File: config.mk
export PLATFORM = sky130hd
export DESIGN_NAME = udm_rx_ctrl
export DESIGN_NICKNAME = d
export VERILOG_FILES = /design/src/rtl/udm_pkg.sv /design/src/rtl/udm_sync_fifo.sv /design/src/rtl/udm_rx_ctrl.sv
export SDC_FILE = /design/constraint.sdc
export NUM_CORES = 1
export LEC_CHECK = 0
export BUFFER_PORTS_ARGS = -buffer_cell sky130_fd_sc_hd__buf_2
export CAP_MARGIN = 0
export CORE_MARGIN = 5
export CORE_UTILIZATION = 55
export DETAILED_ROUTE_END_ITERATION = 10
export PLACE_DENSITY = 0.77
export SLEW_MARGIN = 0
export SYNTH_ARGS = -nofsm -noshare
export SYNTH_HDL_FRONTEND = slang
export SYNTH_SLANG_ARGS = --single-unit
File: constraint.sdc
create_clock -name clk_i -period 4.05 [get_ports clk_i]
set_input_delay 0.2025 -clock clk_i [delete_from_list [all_inputs] [get_ports clk_i]]
set_output_delay 0.2025 -clock clk_i [all_outputs]
set_load 0.03 [all_outputs]
File: src/rtl/udm_pkg.sv
// rtl/udm_pkg.sv - shared state encoding and protocol constants for the UDM receive path
package udm_pkg;

    typedef enum logic [2:0] {
        ST_IDLE = 3'd0,
        ST_CMD  = 3'd1,
        ST_ADDR = 3'd2,
        ST_LEN  = 3'd3,
        ST_DATA = 3'd4
    } udm_state_e;

    localparam logic [7:0] UDM_SYNC      = 8'h55;
    localparam logic [7:0] UDM_CMD_RESET = 8'h80;
    localparam logic [7:0] UDM_CMD_WR    = 8'h81;
    localparam logic [7:0] UDM_CMD_RD    = 8'h82;

    localparam int UDM_FIELD_BYTES = 4;

endpackage

File: src/rtl/udm_sync_fifo.sv
// rtl/udm_sync_fifo.sv - single-clock payload FIFO with head exposed from storage
module udm_sync_fifo #(
    parameter int DEPTH = 4,
    parameter int WIDTH = 8
) (
    input  logic             clk_i,
    input  logic             rst_n_i,
    input  logic             push_i,
    input  logic [WIDTH-1:0] data_i,
    input  logic             pop_i,
    output logic [WIDTH-1:0] data_o,
    output logic             empty_o,
    output logic             full_o
);

    localparam int AW = $clog2(DEPTH);

    logic [WIDTH-1:0] mem_q [DEPTH];
    logic [AW-1:0]    wr_ptr_q;
    logic [AW-1:0]    rd_ptr_q;
    logic [AW:0]      count_q;
    logic             do_pop;
    logic             do_push;

    assign empty_o = (count_q == '0);
    assign full_o  = (count_q == (AW+1)'(DEPTH));
    assign data_o  = mem_q[rd_ptr_q];
    assign do_pop  = pop_i && !empty_o;
    // A full FIFO still accepts a push when the head leaves in the same cycle.
    assign do_push = push_i && (!full_o || do_pop);

    always_ff @(posedge clk_i or negedge rst_n_i) begin
        if (!rst_n_i) begin
            wr_ptr_q <= '0;
            rd_ptr_q <= '0;
            count_q  <= '0;
            for (int i = 0; i < DEPTH; i++) begin
                mem_q[i] <= '0;
            end
        end else begin
            if (do_push) begin
                mem_q[wr_ptr_q] <= data_i;
                wr_ptr_q        <= wr_ptr_q + AW'(1);
            end
            if (do_pop) begin
                rd_ptr_q <= rd_ptr_q + AW'(1);
            end
            count_q <= count_q + (AW+1)'(do_push) - (AW+1)'(do_pop);
        end
    end

endmodule

File: src/rtl/udm_rx_ctrl.sv
// rtl/udm_rx_ctrl.sv - UDM frame parser: sync/cmd/addr/len fields, payload FIFO, inter-byte timeout
module udm_rx_ctrl
    import udm_pkg::*;
#(
    parameter int FIFO_DEPTH   = 4,
    parameter int TIMEOUT_BITS = 32
) (
    input  logic        clk_i,
    input  logic        rst_n_i,
    input  logic        rx_done_tick_i,
    input  logic [7:0]  rx_data_bi,
    input  logic        rx_locked_i,
    input  logic [28:0] bitperiod_bi,
    output logic        cmd_valid_o,
    output logic [7:0]  cmd_bo,
    output logic [31:0] addr_bo,
    output logic [31:0] len_bo,
    output logic        wdata_valid_o,
    output logic [7:0]  wdata_bo,
    input  logic        wdata_ready_i,
    output logic        busy_o,
    input  logic        err_clr_i,
    output logic        err_cmd_o,
    output logic        err_timeout_o,
    output logic        err_ovf_o
);

    udm_state_e  state_q;
    logic [1:0]  byte_cnt_q;
    logic [31:0] remain_q;
    logic [28:0] clk_cnt_q;
    logic [7:0]  bit_cnt_q;
    logic        cmd_valid_q;
    logic [7:0]  cmd_q;
    logic [31:0] addr_q;
    logic [31:0] len_q;
    logic        err_cmd_q;
    logic        err_timeout_q;
    logic        err_ovf_q;

    logic        tick;
    logic        clk_wrap;
    logic        timeout_hit;
    logic [31:0] len_full_d;
    logic        fifo_push;
    logic        fifo_pop;
    logic        fifo_empty;
    logic        fifo_full;
    logic        cmd_bad;
    logic        last_field_byte;

    assign tick            = rx_done_tick_i && rx_locked_i;
    assign busy_o          = (state_q != ST_IDLE);
    assign last_field_byte = (byte_cnt_q == 2'(UDM_FIELD_BYTES - 1));
    assign len_full_d      = {rx_data_bi, len_q[23:0]};
    assign clk_wrap        = ({1'b0, clk_cnt_q} + 30'd1) >= {1'b0, bitperiod_bi};
    // Fires on the clock where the bit counter would step onto TIMEOUT_BITS.
    assign timeout_hit     = busy_o && clk_wrap && (bit_cnt_q == 8'(TIMEOUT_BITS - 1));
    assign cmd_bad         = tick && (state_q == ST_CMD) && (rx_data_bi != UDM_CMD_RESET) &&
                             (rx_data_bi != UDM_CMD_WR) && (rx_data_bi != UDM_CMD_RD);
    assign fifo_push       = tick && (state_q == ST_DATA);
    assign fifo_pop        = wdata_valid_o && wdata_ready_i;
    assign wdata_valid_o   = !fifo_empty;

    assign cmd_valid_o   = cmd_valid_q;
    assign cmd_bo        = cmd_q;
    assign addr_bo       = addr_q;
    assign len_bo        = len_q;
    assign err_cmd_o     = err_cmd_q;
    assign err_timeout_o = err_timeout_q;
    assign err_ovf_o     = err_ovf_q;

    udm_sync_fifo #(
        .DEPTH (FIFO_DEPTH),
        .WIDTH (8)
    ) u_fifo (
        .clk_i   (clk_i),
        .rst_n_i (rst_n_i),
        .push_i  (fifo_push),
        .data_i  (rx_data_bi),
        .pop_i   (fifo_pop),
        .data_o  (wdata_bo),
        .empty_o (fifo_empty),
        .full_o  (fifo_full)
    );

    always_ff @(posedge clk_i or negedge rst_n_i) begin
        if (!rst_n_i) begin
            clk_cnt_q <= '0;
            bit_cnt_q <= '0;
        end else if (!busy_o || tick) begin
            clk_cnt_q <= '0;
            bit_cnt_q <= '0;
        end else if (clk_wrap) begin
            clk_cnt_q <= '0;
            bit_cnt_q <= bit_cnt_q + 8'd1;
        end else begin
            clk_cnt_q <= clk_cnt_q + 29'd1;
        end
    end

    always_ff @(posedge clk_i or negedge rst_n_i) begin
        if (!rst_n_i) begin
            err_cmd_q     <= 1'b0;
            err_timeout_q <= 1'b0;
            err_ovf_q     <= 1'b0;
        end else begin
            err_cmd_q     <= (err_cmd_q && !err_clr_i) || cmd_bad;
            err_timeout_q <= (err_timeout_q && !err_clr_i) ||
                             (timeout_hit && rx_locked_i && !tick);
            err_ovf_q     <= (err_ovf_q && !err_clr_i) || (fifo_push && fifo_full && !fifo_pop);
        end
    end

    always_ff @(posedge clk_i or negedge rst_n_i) begin
        if (!rst_n_i) begin
            state_q     <= ST_IDLE;
            byte_cnt_q  <= '0;
            remain_q    <= '0;
            cmd_valid_q <= 1'b0;
            cmd_q       <= '0;
            addr_q      <= '0;
            len_q       <= '0;
        end else begin
            cmd_valid_q <= 1'b0;
            if (!rx_locked_i) begin
                state_q <= ST_IDLE;
            end else if (tick) begin
                case (state_q)
                    ST_IDLE: begin
                        if (rx_data_bi == UDM_SYNC) state_q <= ST_CMD;
                    end
                    ST_CMD: begin
                        cmd_q      <= rx_data_bi;
                        byte_cnt_q <= '0;
                        if (rx_data_bi == UDM_CMD_RESET) begin
                            cmd_valid_q <= 1'b1;
                            state_q     <= ST_IDLE;
                        end else if (rx_data_bi == UDM_CMD_WR || rx_data_bi == UDM_CMD_RD) begin
                            state_q <= ST_ADDR;
                        end else begin
                            state_q <= ST_IDLE;
                        end
                    end
                    ST_ADDR: begin
                        addr_q[{byte_cnt_q, 3'b000} +: 8] <= rx_data_bi;
                        byte_cnt_q <= byte_cnt_q + 2'd1;
                        if (last_field_byte) state_q <= ST_LEN;
                    end
                    ST_LEN: begin
                        len_q[{byte_cnt_q, 3'b000} +: 8] <= rx_data_bi;
                        byte_cnt_q <= byte_cnt_q + 2'd1;
                        if (last_field_byte) begin
                            cmd_valid_q <= 1'b1;
                            remain_q    <= len_full_d;
                            if (cmd_q == UDM_CMD_WR && len_full_d != 32'd0) state_q <= ST_DATA;
                            else                                           state_q <= ST_IDLE;
                        end
                    end
                    ST_DATA: begin
                        remain_q <= remain_q - 32'd1;
                        if (remain_q == 32'd1) state_q <= ST_IDLE;
                    end
                    default: state_q <= ST_IDLE;
                endcase
            end else if (timeout_hit) begin
                state_q <= ST_IDLE;
            end
        end
    end

endmodule

# Yosys cells after proc, flatten, opt, wreduce, memory -nomap -nowiden
# Index checks and enable logic that the tools add are counted.
op_classes:
  addsub: 10
  n_lt_le_gt_ge: 4
  n_eq_ne: 22
  shifts: 2
  muxes: 31
  n_bitwise: 2
  n_reduce_logical: 46
op_table:
  columns: ["cell", "n"]
  rows:
  - ["$bwmux 32", 3]
  - ["$pmux 32 s2", 1]
  - ["$mux 29", 2]
  - ["$mux 8", 5]
  - ["$eq 32x1->1 const B", 1]
  - ["$eq 8x8->1 const B", 4]
  - ["$mux 32", 1]
  - ["$reduce_bool 32->1", 1]
  - ["$shift 8x7->32 const A", 1]
  - ["$shiftx 8x7->32", 1]
  - ["$sub 32x1->32 const B", 1]
  - ["$add 29x1->30 const B", 1]
  - ["$ge 30x29->1", 1]
  - ["$add 29x1->29 const B", 1]
  - ["$mux 3", 8]
  - ["$ne 8x8->1 const B", 3]
  - ["$logic_and 1x1->1", 20]
  - ["$bmux 8 s2", 1]
  - ["$demux 8 s2", 1]
  - ["$pmux 3 s5", 1]
  - ["$ne 4x4->1 const B", 3]
  - ["$reduce_and 3->1", 4]
  - ["$add 8x1->8 const B", 1]
  - ["$eq 8x5->1 const B", 1]
  - ["27 further kinds", 50]
word_totals:
  register_bits: 189
  inputBits: 43
  out_inout_bits: 86
  wordCells: 136

# Logic depth before layout (Yosys ltp)
# Gate-level depths: netlist of run 1.
depth:
  depth_word: 8
  mapped_depth: 16

# Modules after synthesis
# Synthesis of run 1 repeated with hierarchy kept, for this count alone.
unflattened:
  hier_cells: 1015
  area_unflattened_um2: 9775.6
modules_own_cells:
  columns: ["module", "instances", "cells_each", "area_per_inst_um2", "seq_area_each_um2"]
  rows:
  - ["udm_rx_ctrl", 1, 903, 7987.7, 3753.6]
  - ["udm_sync_fifo", 1, 112, 1788.0, 975.9]

# Worst setup path before layout of run 1
# Ideal clock, no wire load.
synth_timing:
  path_kind: "reg-to-reg"
  startpoint: "reg clk_cnt_q[7]"
  endpoint: "reg bit_cnt_q[4]"
  setup_ps: 76
  t_arrival_ps: 3309
  path_slack_ps: 665
  stages_incl_launch_ff: 15
  path_buffers: 1
  path_cell_list: "dfrtp_1 -> and4_1 -> nand4_1 -> nor3_1 -> nand2_1 -> xnor2_1 -> ha_1 -> nand4_1 -> nor2_1 -> nand2_1 -> nor4_1 -> o21ai_0 -> clkbuf_1 -> a2111o_1 -> o21ai_1"
synth_between:
  elab_chain_len: 3
synth_lines:
  columns: ["item", "line", "rtl"]
  rows:
  - ["from (decl)", "udm_rx_ctrl.sv:31", "logic [28:0] clk_cnt_q;"]
  - ["from (signal assigned)", "udm_rx_ctrl.sv:98", "clk_cnt_q <= clk_cnt_q + 29'd1;"]
  - ["$add 29x1->30", "udm_rx_ctrl.sv:56", "assign clk_wrap = ({1'b0, clk_cnt_q} + 30'd1) >= {1'b0, bitperiod_bi};"]
  - ["$ge 30x29->1", "udm_rx_ctrl.sv:56", null]
  - ["$reduce_bool 2->1 (no line)", null, null]
  - ["to (signal assigned)", "udm_rx_ctrl.sv:96", "bit_cnt_q <= bit_cnt_q + 8'd1;"]
  - ["to (decl)", "udm_rx_ctrl.sv:32", "logic [7:0] bit_cnt_q;"]
# No other way between the ends.
# A chain may end at the register's enable or synchronous reset.

# Worst setup path after layout of run 1
layout_timing:
  startpoint: "reg clk_cnt_q[7]"
  endpoint: "reg clk_cnt_q[7]"
layout_between:
  elab_chain_len: 4
  elab_cells_between_ends: 5
layout_lines:
  columns: ["item", "line", "rtl"]
  rows:
  - ["$add 29x1->30", "udm_rx_ctrl.sv:56", null]
  - ["$ge 30x29->1", "udm_rx_ctrl.sv:56", null]
  - ["$mux 29 (*)", "udm_rx_ctrl.sv:94", "end else if (clk_wrap) begin"]
  - ["$mux 29 (*)", "udm_rx_ctrl.sv:91", "end else if (!busy_o || tick) begin"]
# Mark *: on every way between the ends. The rest lies on a longest branch, timed or not.

==> impl_metrics.ini, run 1 <==
[global_routing]
overflow = 0
grt_use_met2 = 0.377
grt_use_met3 = 0.0499
grt_pass1_vias = 7609
grt_first_pass_wirelength_um = 39600
antenna_found_initial = 1
busiest_layer = met2
use_met1 = 0.349
grt_usage = 0.242
grt_max_degree = 106

[status]
status = finished clean

[cells_and_area]
diodes = 0
fin_area_um2 = 11200
layout_commonest_cell = dfrtp_1
nets = 1205
final_cell_count_no_fill = 1355
area_delta_synth_final_pct = 15.0
layout_common_cells = 189 x dfrtp_1, 161 x nand2_1, 127 x buf_2, 111 x o21ai_0, 53 x a21oi_1
drive_gt1_frac = 0.204

[worst_setup_path]
arrival_ns = 3.87
crit_required_ns = 4.36
crit_path_end_kind = flip-flop
critPathKind = reg -> reg
cp-start-kind = flip-flop
critPathMaxFanout = 29

[synth]
ys_seq_area_frac = 0.484
netlist_instances = 1008
synth_cell_types = 66
ys.flop_type = dfrtp_1
syn-num-nets = 1096
synth.ff_latch_count = 189
synth_warnings = 0
synth_edf_count = 0
netlist_area_um2 = 9770
syn_area_per_cell_um2 = 9.70
async_flop_share = 1.00

[clock_network]
cts_tree = done
cts_inserted_buffers = 17
clock_path_buffers = 2
cts_sinks = 189
clk_pin_slew_ns = 0.07
clock_latency_ns = 0.43
root_buffer = clkbuf_16
h-tree-depth = 4

[die]
core.rowCount = 48
die-area_um2 = 20500
ios = 129
initial_core_util = 0.563
die_h_um = 143
fp.coreArea_um2 = 17400
fp.dieW_um = 143

[sta]
slew_viol_final = 0
slew-limit-headroom = 0.233
fin_skew_ns = 0.0117
tns_ns = 0
rsz0062_at_grt = false
finalCritPeriodShare = 0.879
hold_ws_ns = 0.133
setup_viol = 0
fin_crit_ns = 3.56
fmax_mhz = 281
timing_hold_violations_final = 0
tightest_slew_ns = 1.15

[placed_design]
gp_congestion = 0.846
dp_cells = 1322
dpl_cell_area_um2 = 10600
port-buffer-count = 128
dp_hpwl_um = 16800

[route]
wirelength_um = 24000
ant_nets = 0
viasPerCell = 5.79
wl_per_cell_um = 17.7
drt_first_pass_iters = 6
drc = 0
via_count = 7850
drt-initial-drc-count = 540

[min_path]
hold_path.class = in -> reg

[pwr]
power-per-cell-area_nw_per_um2 = 375
peakVddDrop_mv = 0.279
leakagePower_nw = 5.44

[job]
maxCapViolations = 0
## cells in the mapped netlist, drive strengths merged (4+ instances only)
library cell,count,area [um2]
nor3b,5,37.5
o2bb2ai,6,52.6
ha,44,551
buf,12,62.6
nand4,18,128
xnor2,23,201
nor2b,28,175
and3,4,25.0
mux2,41,462
nand2b,8,57.6
and4,4,35.0
mux2i,5,50.1
dfrtp,189,4730
nor3,26,156
clkbuf,36,135
mux4,8,180
nand2,161,604
o22a,4,35.0
and2,6,37.5
a21oi,53,265
or4,5,45.0
o22ai,5,31.3
o21ai,113,566
nand3,28,140
or3,9,56.3
a211oi,5,47.5
a22oi,7,52.6
nor4,16,106
nor2,50,188
inv,44,165
xor2,10,87.6
## registers in the layout, indices dropped and copies added, names as in the netlist
register and count:
cmd_valid_o 1, byte_cnt_q 2, bit_cnt_q 8, u_fifo.count_q 3, clk_cnt_q 29, cmd_bo 8
err_timeout_o 1, err_cmd_o 1, err_ovf_o 1, remain_q 32, u_fifo.rd_ptr_q 2, state_q 3
addr_bo 32, len_bo 32, u_fifo.wr_ptr_q 2, u_fifo.mem_q 32
## stage by stage
stage	power [mW]	worst slack (ns)	util
floorplan	2.35	0.665	-
global placement	2.52	0.645	0.610
global route	4.38	0.0970	0.647
finish	4.21	0.489	0.647
CTS	4.24	0.388	0.647
detailed placement	2.53	0.412	0.610
## per-layer routing
| metal | vias up | share of wire |
|---|---|---|
| met4 | 2 | 0.015 |
| met3 | 28 | 0.067 |
| met5 | - | 0.00054 |
| met2 | 222 | 0.46 |
| li1 | 3778 | - |
| met1 | 3820 | 0.46 |
## worst paths after layout
path,start,endpoint,slack [ns],depth (start not counted)
max reg2reg,clk_cnt_q[7],clk_cnt_q[7],0.49,16
max in group asynchronous,rst_n_i,remain_q[22],2.68,3
min in group asynchronous,rst_n_i,clk_cnt_q[15],0.45,2
max,clk_cnt_q[7],clk_cnt_q[7],0.49,16
min,err_clr_i,err_timeout_o,0.13,3
min reg2reg,addr_bo[20],addr_bo[20],0.49,2
## timing repair
item | CTS | global route
hold buffers | 1 | 0
hold endpoints to repair | 104 | 0
setup endpoints to repair | 0 | 2
buffers inserted | 0 | 0
gates resized for setup | 0 | 1
## cell families (layout without fill, tap and decap cells)
logic type	after synthesis	in the layout	synth area share
xor+xnor	33	33	0.0296
compound gates	221	221	0.132
simple gates	374	374	0.188
flops	189	189	0.484
fa+ha+maj	45	45	0.0584
buf+inv	92	214	0.0371
mux	54	54	0.0708
## critical path, stage by stage (launching register included)
cell     delay [ns]
dfrtp_1        0.41
and4_1         0.25
nand4_1        0.26
nor3_1         0.27
buf_4          0.19
nand2_1        0.07
xnor2_1        0.14
ha_1           0.32
nand4_1        0.11
nor2_1         0.20
nand2_1        0.09
nor4_2         0.31
o21ai_0        0.13
buf_4          0.19
nand3_1        0.09
buf_4          0.31
nor2b_1        0.09
## cell type report
class                           count  area [um2]
Fill cell                        1432        6120
Sequential cell                   189        4730
Multi-Input combinational cell    727        4690
Timing Repair Buffer              138         739
Clock buffer                       17         425
Tap cell                          225         282
Clock inverter                     15         206
Inverter                           44         165
## power by group
part	switching, mW	internal [mW]	total [mW]
Sequential	0.0977	1.95	2.05
Clock	0.862	0.859	1.72
Combinational	0.269	0.176	0.445
Total	1.23	2.98	4.21
No activity file was read; power rests on OpenSTA's default activity.
==> run 2, diff against run 1 <==
--- a/config.mk
+++ b/config.mk
@@ -7,8 +7,8 @@
 export LEC_CHECK = 0
 export BUFFER_PORTS_ARGS = -buffer_cell sky130_fd_sc_hd__buf_2
 export CAP_MARGIN = 0
-export CORE_MARGIN = 5
 export CORE_UTILIZATION = 55
+export CTS_BUF_LIST = sky130_fd_sc_hd__clkbuf_4 sky130_fd_sc_hd__clkbuf_8
 export DETAILED_ROUTE_END_ITERATION = 10
 export PLACE_DENSITY = 0.77
 export SLEW_MARGIN = 0
==> impl_metrics.ini, run 2 (synthesized netlist as in run 1, its figures left out) <==
[status]
status = finished clean

[cells_and_area]
area_delta_synth_final_pct = 12.5
nets = 1206
regArea_um2 = 4730
multiInputGateArea_um2 = 4680
layout_commonest_cell = dfrtp_1
drive_gt1_frac = 0.203
nFillCells = 1440
diodes = 0
layout_common_cells = 189 x dfrtp_1, 161 x nand2_1, 127 x buf_2, 111 x o21ai_0, 53 x a21oi_1

[sta]
tightest_slew_ns = 1.15
finalCritPeriodShare = 0.918
fmax_mhz = 269
tns_ns = 0
timing_hold_violations_final = 0
slew-limit-headroom = 0.231
fin_crit_ns = 3.72
hold_ws_ns = 0.0801
setup_viol = 0
slew_viol_final = 0
fin_skew_ns = 0.0217
rsz0062_at_grt = false

[route]
drt_first_pass_iters = 5
wl_per_cell_um = 17.6
top_layer = met4
via_count = 8005
drc = 0
wl_met3_um = 1730
ant_nets = 0
wirelength_um = 23800
routedLengthMet1_um = 10600
viasPerCell = 5.90
wl_met2_um = 10900
drt-initial-drc-count = 571

[clock_network]
clock_path_buffers = 2
clk_pin_slew_ns = 0.10
ctsHoldBuffers = 1
h-tree-depth = 4
cts_inserted_buffers = 17
cts_tree = done
cts.repair.resized = 0
cts_sinks = 189
clock_latency_ns = 0.47
postCtsSetupBuffers = 0
root_buffer = clkbuf_8

[worst_setup_path]
crit_path_end_kind = flip-flop
rr_worst_depth = 15
arrival_ns = 4.11
crit_required_ns = 4.45
cp-start-kind = flip-flop
ff2ff_setup_slack_ns = 0.33
critPathMaxFanout = 26
critPathKind = reg -> reg

[global_routing]
grt_usage = 0.274
grt_pass1_vias = 7647
overflow = 0
grt_first_pass_wirelength_um = 38800
antenna_found_initial = 0
grt_max_degree = 128

[job]
maxCapViolations = 0

[die]
die-area_um2 = 18300
fp.coreArea_um2 = 17300
fp.dieW_um = 135
initial_core_util = 0.565
ios = 129
core.rowCount = 48
die_h_um = 135

[pwr]
leakagePower_nw = 5.34
seqPwrFrac = 0.547
p_int_mw = 2.67
switching_power_mw = 1.08
peakVddDrop_mv = 0.217
pwr-share-clk = 0.333
power-per-cell-area_nw_per_um2 = 341
swShare = 0.289
p_comb_frac = 0.120

[min_path]
hold_path.class = in -> reg
min_path_cells = 3

[placed_design]
gp_congestion = 0.856
dp_hpwl_um = 16900
port-buffer-count = 128
## run 2: final cells by class
cell class | instances | share of cell area
inverters | 44 | 0.0150
well taps | 225 | 0.0256
flip-flops and latches | 189 | 0.430
clock inverters | 11 | 0.0107
repair buffers | 139 | 0.0679
clock buffers | 21 | 0.0246
multi-input cells | 727 | 0.426
## run 2: power by group through the flow
stage          Clock, mW  Sequential, mW  Combinational (mW)
6_report            1.25            2.05               0.452
2_1_floorplan          0            2.09               0.262
5_1_grt             1.33            2.07               0.500
4_1_cts             1.27            2.05               0.457
3_3_place_gp           0            2.08               0.443
3_5_place_dp           0            2.09               0.454
## run 2: worst paths after layout
check	startpoint	to
hold / removal	err_clr_i	err_timeout_o
setup / recovery	clk_cnt_q[7]	clk_cnt_q[4]
hold reg to reg	addr_bo[6]	addr_bo[6]
min in group asynchronous	rst_n_i	len_bo[2]
max in group asynchronous	rst_n_i	remain_q[2]
setup reg to reg	clk_cnt_q[7]	clk_cnt_q[4]
## run 2: through the flow
stage / util / area (um2) / cells / power (mW) / worst slack [ns]
2_1_floorplan: - / 9770 / 1008 / 2.35 / 0.665
4_1_cts: 0.636 / 11000 / 1356 / 3.77 / 0.386
3_5_place_dp: 0.613 / 10600 / 1323 / 2.54 / 0.440
3_3_place_gp: 0.613 / 10600 / 1323 / 2.53 / 0.626
5_1_grt: 0.636 / 11000 / 1356 / 3.90 / 0.0975
6_report: 0.636 / 11000 / 1356 / 3.75 / 0.333
## run 2: per-layer routing
metal	global-route usage	up-vias
met4	0.100	0
met2	0.423	295
li1	-	3765
met3	0.0629	49
met5	0	-
met1	0.377	3896
## run 2: critical path, cell delays in order (launching register included)
cell and delay [ns]:
dfrtp_1 0.42, and4_1 0.24, nand4_1 0.20, nor3_1 0.25
buf_4 0.18, nand2_1 0.07, xnor2_1 0.21, ha_1 0.30
a21oi_1 0.15, nand2_1 0.07, a221oi_1 0.28, o211ai_1 0.15
o21ai_0 0.44, nand3_1 0.24, buf_4 0.29, nor2b_1 0.15
==> run 3, diff against run 2 <==
--- a/config.mk
+++ b/config.mk
@@ -14,4 +14,5 @@
 export SLEW_MARGIN = 0
 export SYNTH_ARGS = -nofsm -noshare
 export SYNTH_HDL_FRONTEND = slang
+export SYNTH_HIERARCHICAL = 1
 export SYNTH_SLANG_ARGS = --single-unit
==> impl_metrics.ini, run 3 <==
[synth]
synth_most_common_cell = dfrtp_1
synth_warnings = 6
ys_seq_area_frac = 0.484
ys.flop_type = dfrtp_1
synth.ff_latch_count = 189
netlist_area_um2 = 9780
synth_area_leaders = dfrtp_1 48%, nand2_1 6.2%, o21ai_0 6.1%
async_flop_share = 1.00
syn-num-nets = 1103
synth_adder_area_share = 0.0584
synth_cell_types = 61
yosys-top-cells-count = 189 x dfrtp_1, 161 x nand2_1, 120 x o21ai_0, 57 x a21oi_1, 55 x nor2_1
synth_top_area_share = 0.484
syn_area_per_cell_um2 = 9.63
synth-simple-area-share = 0.193
yosys.area.top_type = dfrtp_1
netlist_instances = 1015
synth_compound_area_frac = 0.125
synth-xor-area-share = 0.0340
synth_top_family_by_area = simple AND/OR/NAND/NOR gates
synth_edf_count = 0
yosys-mux-area-fraction = 0.0689

[status]
status = finished clean

[route]
wl_per_cell_um = 17.5
drt_first_pass_iters = 5
viasPerCell = 5.83
wirelength_um = 24100
via_count = 8016
drt-initial-drc-count = 617
drc = 0
ant_nets = 0

[cells_and_area]
layout_common_cells = 189 x dfrtp_1, 161 x nand2_1, 127 x buf_2, 120 x o21ai_0, 56 x a21oi_1
postLayoutCoreUtil = 0.639
area_delta_synth_final_pct = 13.5
nFillCells = 1441
fin_area_um2 = 11100
nets = 1223
drive_gt1_frac = 0.211
layout_commonest_cell = dfrtp_1
final_cell_count_no_fill = 1374

[placed_design]
dpl_cell_area_um2 = 10700
port-buffer-count = 128
dp_hpwl_um = 16800
gp_congestion = 0.853
dp_cells = 1339

[die]
die-area_um2 = 18300
fp.dieW_um = 135
fp.coreArea_um2 = 17400
initial_core_util = 0.563
ios = 129
die_h_um = 135
core.rowCount = 48

[worst_setup_path]
ff2ff_setup_slack_ns = 0.28
crit_required_ns = 4.42
cp-start-kind = flip-flop
critPathMaxFanout = 5
arrival_ns = 4.14
crit_path_end_kind = flip-flop
critPathKind = reg -> reg

[clock_network]
cts_inserted_buffers = 17
postCtsSetupBuffers = 0
h-tree-depth = 4
clock_latency_ns = 0.48
root_buffer = clkbuf_8
clock_path_buffers = 2
cts_tree = done
clk_pin_slew_ns = 0.11
cts_sinks = 189

[sta]
tns_ns = 0
slew_viol_final = 0
fin_skew_ns = 0.0141
tightest_slew_ns = 1.10
slew-limit-headroom = 0.264
setup_viol = 0
finalCritPeriodShare = 0.932
fmax_mhz = 265
fin_crit_ns = 3.77
timing_hold_violations_final = 0

[min_path]
hold_path.class = in -> reg

[job]
maxCapViolations = 0

[pwr]
power-per-cell-area_nw_per_um2 = 351
finalPower_mw = 3.89
peakVddDrop_mv = 0.347
leakagePower_nw = 5.52

[global_routing]
grt_pass1_vias = 7568
grt_first_pass_wirelength_um = 38900
grt_usage = 0.277
antenna_found_initial = 1
grt_max_degree = 125
overflow = 0
## run 3: area by class of cell
type | instances | area (um2) | area share
sequential | 189 | 4730 | 0.426
multi-input combinational | 731 | 4700 | 0.423
timing repair buffer | 143 | 779 | 0.0702
tap | 225 | 282 | 0.0254
clock buffer | 19 | 255 | 0.0230
inverter | 53 | 199 | 0.0179
clock inverter | 13 | 155 | 0.0140
antenna | 1 | 2.50 | 0.000225
## run 3: path summary, 6_finish.rpt
path                                 from                to  cells after the start
setup / recovery             clk_cnt_q[0]        state_q[2]                     14
hold / removal             rx_done_tick_i        state_q[1]                      4
setup reg to reg             clk_cnt_q[0]        state_q[2]                     14
hold reg to reg                len_bo[31]        len_bo[31]                      2
max in group asynchronous         rst_n_i  u_fifo/mem_q[10]                      3
min in group asynchronous         rst_n_i       remain_q[6]                      2
## run 3: report_power, final
part | total (mW) | internal (mW) | switching (mW)
Clock | 1.31 | 0.587 | 0.719
Combinational | 0.520 | 0.204 | 0.316
Sequential | 2.07 | 1.96 | 0.111
Total | 3.89 | 2.75 | 1.15
## run 3: routing by layer
layer | routed length (um) | part of all wire | track usage
met2 | 11400 | 0.47 | 0.434
met4 | 548 | 0.023 | 0.0893
met1 | 10700 | 0.45 | 0.389
met3 | 1390 | 0.058 | 0.0520
met5 | 0 | 0 | 0
## run 3: what timing repair did
item	in CTS	in global routing
hold buffers	2	0
endpoints found under the setup margin	0	33
hold endpoints to repair	126	0
resized for setup	0	2
## run 3: worst max-delay path: stages (launching register included)
cell and delay [ns]:
dfrtp_1 0.43, ha_1 0.22, nand4_1 0.16, nor2_1 0.16, nand3_1 0.23, nor2_4 0.21
nand4_1 0.13, xnor2_1 0.16, ha_1 0.30, nand3_1 0.08, or4_1 0.53, a21oi_1 0.27
o21ai_0 0.17, a21oi_1 0.24, mux2_2 0.36
## run 3: metrics by stage
step                      worst slack [ns]  hold WS (ns)
after floorplan                      0.494       -0.0931
after global placement               0.384         0.443
after detailed placement             0.234         0.442
after CTS                            0.189        0.0516
after global routing              -0.00165        0.0841
final                                0.276        0.0800
## run 3: kinds of logic after synthesis
logic type	Yosys count
AO/OA/AOI/OAI	218
flip-flops	189
XOR/XNOR	38
multiplexers	52
adder cells (fa/ha/maj)	45
buffers and inverters	95
AND/OR/NAND/NOR	378
